$ cat config.mk
export PLATFORM = sky130hd
export DESIGN_NAME = shift_logic_pipe
export DESIGN_NICKNAME = d
export VERILOG_FILES = /design/src/rtl/shift_logic_pipe.sv
export SDC_FILE = /design/constraint.sdc
export NUM_CORES = 1
export LEC_CHECK = 0
export BUFFER_PORTS_ARGS = -buffer_cell sky130_fd_sc_hd__buf_2
export CAP_MARGIN = 20
export CORE_ASPECT_RATIO = 1.1
export CORE_MARGIN = 2
export CORE_UTILIZATION = 60
export DETAILED_ROUTE_END_ITERATION = 6
export PLACE_DENSITY = 0.78
export RECOVER_POWER = 50
export SLEW_MARGIN = 0
export SYNTH_ARGS = -nofsm -noshare
export SYNTH_HDL_FRONTEND = slang
export SYNTH_SLANG_ARGS = --single-unit
$ cat constraint.sdc
create_clock -name clock -period 11.84 [get_ports clock]
set_input_delay 0.592 -clock clock [delete_from_list [all_inputs] [get_ports clock]]
set_output_delay 0.592 -clock clock [all_outputs]
set_load 0.02 [all_outputs]
$ cat src/rtl/shift_logic_pipe.sv
// Pipelined shift/logic unit: input capture register followed by one log2 shift stage per cycle.
// Define SHIFT_CARRY_EN to add the out_carry port and per-stage carry tracking.
module shift_logic_pipe #(
  parameter int WIDTH = 32,
  parameter int TAG_W = 4
) (
  input  logic             clock,
  input  logic             reset,
  input  logic             in_valid,
  output logic             in_ready,
  input  logic [2:0]       in_op,
  input  logic [WIDTH-1:0] in_a,
  input  logic [WIDTH-1:0] in_b,
  input  logic [TAG_W-1:0] in_tag,
  output logic             out_valid,
  input  logic             out_ready,
  output logic [WIDTH-1:0] out_result,
  output logic [TAG_W-1:0] out_tag
`ifdef SHIFT_CARRY_EN
  ,
  output logic             out_carry
`endif
);
  localparam int LOG2W = $clog2(WIDTH);
  localparam int LAST  = LOG2W - 1;

  localparam logic [2:0] OP_SLL  = 3'b000;
  localparam logic [2:0] OP_SRL  = 3'b001;
  localparam logic [2:0] OP_SRA  = 3'b010;
  localparam logic [2:0] OP_ROL  = 3'b011;
  localparam logic [2:0] OP_ROR  = 3'b100;
  localparam logic [2:0] OP_AND  = 3'b101;
  localparam logic [2:0] OP_OR   = 3'b110;
  localparam logic [2:0] OP_PASS = 3'b111;

  function automatic logic [WIDTH-1:0] shift_step(input logic [2:0] op,
                                                  input logic [WIDTH-1:0] v,
                                                  input int amt);
    logic signed [WIDTH-1:0] sv;
    sv = v;
    case (op)
      OP_SLL:  shift_step = v << amt;
      OP_SRL:  shift_step = v >> amt;
      OP_SRA:  shift_step = sv >>> amt;
      OP_ROL:  shift_step = (v << amt) | (v >> (WIDTH - amt));
      OP_ROR:  shift_step = (v >> amt) | (v << (WIDTH - amt));
      default: shift_step = v;
    endcase
  endfunction

`ifdef SHIFT_CARRY_EN
  // Last bit leaving this step; the final carry is that of the last step that actually shifted.
  function automatic logic carry_step(input logic [2:0] op,
                                      input logic [WIDTH-1:0] v,
                                      input logic [WIDTH-1:0] nv,
                                      input int amt,
                                      input logic c);
    logic [LOG2W-1:0] hi;
    logic [LOG2W-1:0] lo;
    hi = LOG2W'(WIDTH - amt);
    lo = LOG2W'(amt - 1);
    case (op)
      OP_SLL:         carry_step = v[hi];
      OP_SRL, OP_SRA: carry_step = v[lo];
      OP_ROL:         carry_step = nv[0];
      OP_ROR:         carry_step = nv[WIDTH-1];
      default:        carry_step = c;
    endcase
  endfunction
`endif

  logic             advance;
  logic             vld_p0;
  logic [2:0]       op_p0;
  logic [WIDTH-1:0] a_p0;
  logic [WIDTH-1:0] b_p0;
  logic [TAG_W-1:0] tag_p0;

  logic             vld_ps [LOG2W];
  logic [2:0]       op_ps  [LOG2W];
  logic [WIDTH-1:0] res_ps [LOG2W];
  logic [LOG2W-1:0] amt_ps [LOG2W];
  logic [TAG_W-1:0] tag_ps [LOG2W];

  logic             src_vld [LOG2W];
  logic [2:0]       src_op  [LOG2W];
  logic [WIDTH-1:0] src_res [LOG2W];
  logic [LOG2W-1:0] src_amt [LOG2W];
  logic [TAG_W-1:0] src_tag [LOG2W];
  logic [WIDTH-1:0] nxt_res [LOG2W];
`ifdef SHIFT_CARRY_EN
  logic             cry_ps  [LOG2W];
  logic             src_cry [LOG2W];
  logic             nxt_cry [LOG2W];
`endif

  assign advance    = !vld_ps[LAST] || out_ready;
  assign in_ready   = advance;
  assign out_valid  = vld_ps[LAST];
  assign out_result = res_ps[LAST];
  assign out_tag    = tag_ps[LAST];
`ifdef SHIFT_CARRY_EN
  assign out_carry  = cry_ps[LAST];
`endif

  always_comb begin
    // stage 0 reads the capture register and resolves the logic ops
    src_vld[0] = vld_p0;
    src_op[0]  = op_p0;
    src_amt[0] = b_p0[LOG2W-1:0];
    src_tag[0] = tag_p0;
    case (op_p0)
      OP_AND:  src_res[0] = a_p0 & b_p0;
      OP_OR:   src_res[0] = a_p0 | b_p0;
      OP_PASS: src_res[0] = a_p0;
      default: src_res[0] = a_p0;
    endcase
`ifdef SHIFT_CARRY_EN
    src_cry[0] = 1'b0;
`endif
    for (int k = 1; k < LOG2W; k++) begin
      src_vld[k] = vld_ps[k-1];
      src_op[k]  = op_ps[k-1];
      src_amt[k] = amt_ps[k-1];
      src_tag[k] = tag_ps[k-1];
      src_res[k] = res_ps[k-1];
`ifdef SHIFT_CARRY_EN
      src_cry[k] = cry_ps[k-1];
`endif
    end
    for (int k = 0; k < LOG2W; k++) begin
      nxt_res[k] = src_res[k];
`ifdef SHIFT_CARRY_EN
      nxt_cry[k] = src_cry[k];
`endif
      if (src_op[k] <= OP_ROR && src_amt[k][LAST-k]) begin
        nxt_res[k] = shift_step(src_op[k], src_res[k], 1 << (LAST - k));
`ifdef SHIFT_CARRY_EN
        nxt_cry[k] = carry_step(src_op[k], src_res[k], nxt_res[k], 1 << (LAST - k), src_cry[k]);
`endif
      end
    end
  end

  always_ff @(posedge clock or posedge reset) begin
    if (reset) begin
      vld_p0 <= 1'b0;
      op_p0  <= '0;
      a_p0   <= '0;
      b_p0   <= '0;
      tag_p0 <= '0;
      for (int k = 0; k < LOG2W; k++) begin
        vld_ps[k] <= 1'b0;
        op_ps[k]  <= '0;
        res_ps[k] <= '0;
        amt_ps[k] <= '0;
        tag_ps[k] <= '0;
`ifdef SHIFT_CARRY_EN
        cry_ps[k] <= 1'b0;
`endif
      end
    end else if (advance) begin
      vld_p0 <= in_valid;
      op_p0  <= in_op;
      a_p0   <= in_a;
      b_p0   <= in_b;
      tag_p0 <= in_tag;
      for (int k = 0; k < LOG2W; k++) begin
        vld_ps[k] <= src_vld[k];
        op_ps[k]  <= src_op[k];
        res_ps[k] <= nxt_res[k];
        amt_ps[k] <= src_amt[k];
        tag_ps[k] <= src_tag[k];
`ifdef SHIFT_CARRY_EN
        cry_ps[k] <= nxt_cry[k];
`endif
      end
    end
  end

endmodule

# Word-level counts from Yosys, hierarchy flattened
# Index checks and enable logic that the tools add are counted.
# W data, S select, Z words.
word_totals:
  register_bits: 279
  input_bits: 75
  word_cells: 90
op_classes:
  magnitude_cmp: 5
  eq_ne: 22
  n_mux: 11
  n_bitwise: 11
  n_reduce_logical: 13
op_table:
  columns: ["op", "n"]
  rows:
  - ["$pmux W32 S5", 4]
  - ["$mux W32", 5]
  - ["$pmux W32 S4", 1]
  - ["$pmux W32 S2", 1]
  - ["$and A32 B32 Y32", 1]
  - ["$or A16 B32 Y32", 1]
  - ["$or A24 B32 Y32", 1]
  - ["$or A28 B32 Y32", 1]
  - ["$or A30 B32 Y32", 1]
  - ["$or A31 B32 Y32", 1]
  - ["$or A32 B1 Y32", 1]
  - ["$or A32 B2 Y32", 1]
  - ["$or A32 B32 Y32", 1]
  - ["$or A32 B4 Y32", 1]
  - ["$or A32 B8 Y32", 1]
  - ["$eq A3 B2 Y1 const B", 10]
  - ["$eq A3 B3 Y1 const B", 7]
  - ["$eq A3 B1 Y1 const B", 5]
  - ["$le A3 B3 Y1 const B", 5]
  - ["$logic_not A3 Y1", 5]
  - ["$logic_and A1 B1 Y1", 5]
  - ["$reduce_or A2 Y1", 1]
  - ["$logic_not A1 Y1", 1]
  - ["$logic_or A1 B1 Y1", 1]

# Logic depth before layout (Yosys ltp)
depth:
  depth_word: 5
  ltp_mapped: 7

# Worst setup path after synthesis
# No wires, ideal clock.
synth_timing:
  path_type: "input to output"
  start: "input out_ready"
  end: "output in_ready"
  t_arrival_ps: 1433
  required_time_ps: 11248
  setup_slack_ps: 9815
  path_stages: 5
  cell_sequence: "nor2b_1 buf_2 clkinv_2 buf_2 buf_1"
synth_via:
  elab_chain_len: 1
synth_lines:
  columns: ["element", "line", "text"]
  rows:
  - ["start, declared", "16", "input logic out_ready,"]
  - ["$logic_or A1 B1 Y1", "97", "assign advance = !vld_ps[LAST] || out_ready;"]
  - ["end, declared", "10", "output logic in_ready,"]
# No other way between the ends.

==> results.json <==
{
  "status": "finished with violations",
  "violations": "max-capacitance violations, max-slew violations",
  "slew_viol_final": 290,
  "die_area_mm2": 0.02713,
  "power_density_mw_per_mm2": 314.9,
  "p_int_mw": 2.883,
  "path_class": "input port to asynchronous set/reset pin",
  "worst_slack_ns": 6.274,
  "rsz0062_at_grt": "no",
  "ir_drop_mv": 0.1528,
  "min_period_ns": 5.566,
  "max_freq_ghz": 0.1797,
  "yosys_warnings": 0,
  "clk_latency_ns": 0.55,
  "finalCritPeriodShare": 0.4701,
  "mostFrequentLayoutCell": "nand2_1",
  "htreeDepth": 1,
  "cp-start-kind": "input port",
  "path_clk_slew_ns": 0.06,
  "syn-mean-instance-area_um2": 8.260,
  "drt_first_pass_iters": 6,
  "swShare": 0.4489,
  "ios": 113,
  "grt_first_pass_wirelength_um": 66520,
  "seq_power_share": 0.389,
  "dp_hpwl_um": 25790,
  "ys_ff_latch": 279,
  "yosys-top-cells-area": "dfrtp_1, nand2_1, o221ai_1, o21ai_0, and3_1",
  "fin_total_pwr_mw": 5.231,
  "synth_top_area_frac": 0.4506,
  "grt_max_degree": 147,
  "synth.largest_area_cell": "dfrtp_1",
  "cts_buffer_depth": 3,
  "drt_wl_total_um": 39960,
  "place_congestion": 0.9159,
  "yosysSeqAreaShare": 0.4506,
  "first_global_vias": 12880,
  "clock_power_share": 0.174,
  "diodes": 0,
  "drc_errors": 0,
  "cts.sinks": 279,
  "critPathRequiredTime_ns": 12.38,
  "core_area_mm2": 0.02534,
  "grt_usage": 0.2933,
  "vias_per_cell": 6.246,
  "dr_total_vias": 13820,
  "pre_cts_slack_ns": 8.248,
  "post_cts_buffers": 0,
  "syn2layout_area_growth_pct": 7.219,
  "clockRootBuffer": "clkbuf_16",
  "crit_fanout": 132,
  "ant_nets": 0,
  "mostFrequentLayoutCells": "nand2_1, dfrtp_1, o21ai_0",
  "worst_ep_arrival_time_ns": 6.10,
  "syn-num-nets": 1951,
  "cts_resized": 0,
  "num-nets-final": 1922,
  "syn_inst": 1876,
  "fp.dieH_um": 172.5,
  "cp-end-kind": "asynchronous set/reset pin",
  "finalSetupTns_ns": 0,
  "cts_buffers": 29,
  "start_util": 0.6115,
  "fin_skew_ns": 0.01252,
  "cts_tree": "yes",
  "post_drt_wl_per_cell_um": 18.07,
  "syn-cell-area_mm2": 0.01549,
  "antenna_found_initial": 0,
  "relSlewSlack": -2.884,
  "async_reset_ff_frac": 1.000,
  "grt_overflow": 0,
  "switchingPower_mw": 2.348,
  "rows": 61,
  "tightest_slew_ns": 5.826,
  "combPwrFrac": 0.437,
  "leakagePower_nw": 7.500,
  "synth_ff_type": "dfrtp_1",
  "port_buffers": 112,
  "initialDrtViolationCount": 1396,
  "cts_hold_buf": 0,
  "synth_cell_types": 55,
  "drive_gt1_frac": 0.08360,
  "finalHoldViolCount": 0,
  "setup-violations-final": 0,
  "cap_violations": 3,
  "synth_edf_count": 0,
  "die_w_um": 157.2,
  "holdCritPathClass": "input port to flop"
}
-- registers in the layout, indices dropped and copies added, names as in the netlist --
register and count:
op_ps 12, src_tag 16, b_p0 32, vld_p0 1
amt_ps 10, op_p0 3, src_vld 4, out_result 32
tag_p0 4, out_valid 1, out_tag 4, res_ps 128
a_p0 32
-- cell type report --
class | instances | area [um2]
fill | 2169 | 8726
multi-input combinational | 1394 | 7511
sequential | 279 | 6982
clock buffer | 41 | 810.8
timing repair buffer | 134 | 714.4
tap | 346 | 432.9
clock inverter | 9 | 120.1
inverter | 9 | 42.54
-- cell families (layout without fill, tap and decap cells) --
| kind of cell | after synthesis | after routing | synth area share |
|---|---|---|---|
| AO/OA/AOI/OAI | 506 | 506 | 0.2241 |
| XOR/XNOR | 8 | 8 | 0.005734 |
| adder cells (fa/ha/maj) | 10 | 10 | 0.006460 |
| buffers and inverters | 203 | 193 | 0.06613 |
| flip-flops | 279 | 279 | 0.4506 |
| multiplexers | 27 | 27 | 0.01833 |
| AND/OR/NAND/NOR | 843 | 843 | 0.2287 |
-- power by group through the flow --
| stage | Clock (mW) | Sequential (mW) | Combinational (mW) |
|---|---|---|---|
| floorplan | 0 | 1.73 | 2.02 |
| CTS | 0.921 | 2.00 | 2.26 |
| finish | 0.912 | 2.03 | 2.28 |
| global placement | 0 | 2.01 | 2.18 |
| detailed placement | 0 | 2.02 | 2.25 |
| global route | 0.962 | 2.09 | 2.57 |
-- metal layers --
metal / routed length [um] / global-route usage / part of all wire / up-vias
li1: - / - / - / 6521
met1: 16490 / 0.4003 / 0.41 / 6587
met2: 19310 / 0.4763 / 0.48 / 585
met3: 2562 / 0.03534 / 0.064 / 124
met4: 1598 / 0.1201 / 0.040 / 0
met5: 0 / 0 / 0 / -
-- critical path, cell delays in order --
cell and delay, ns:
buf_2 0.10, clkinvlp_2 3.16, buf_4 1.10, buf_4 0.88
-- per-stage QoR --
step / utilization / hold WS (ns) / instance area [um2] / cells
floorplan: - / 0.4300 / 15490 / 1876
global placement: 0.6184 / 0.4479 / 15670 / 2157
detailed placement: 0.6190 / 0.4497 / 15690 / 2158
CTS: 0.6557 / 0.2193 / 16620 / 2208
global route: 0.6556 / 0.2332 / 16610 / 2212
finish: 0.6556 / 0.2324 / 16610 / 2212
-- path summary, 6_finish.rpt --
kind	to	slack [ns]	start	cells after the start
max	b_p0[24]	6.27	reset	4
min	b_p0[7]	0.23	in_b[7]	3
max reg2reg	b_p0[8]	7.16	out_valid	4
min reg2reg	src_vld[1]	0.46	src_vld[1]	2
max in group clock	b_p0[8]	7.16	out_valid	4
min in group asynchronous	out_result[25]	1.79	reset	2
-- Yosys cell counts (3+ instances only) --
cell,instances
dfrtp_1,279
and3b_1,3
a211oi_1,4
buf_4,41
nand2_1,673
xor2_1,4
o21ai_1,51
xnor2_1,3
o2111ai_1,4
o2bb2ai_1,16
mux2i_1,18
a21oi_1,44
o21a_1,11
a221oi_1,17
o21ai_0,121
nor2_1,15
o311ai_0,12
maj3_1,10
buf_2,56
a22oi_1,15
mux2_2,8
o221ai_1,90
nor2b_1,10
nand2b_1,25
buf_6,5
o22ai_1,42
and3_1,76
and2_1,5
a31oi_1,15
o2111a_1,6
buf_1,9
nand3_1,23
or2_1,3
a22o_1,16
o22a_1,30
clkbuf_1,83
inv_1,8
(Power assumes the default switching activity.)
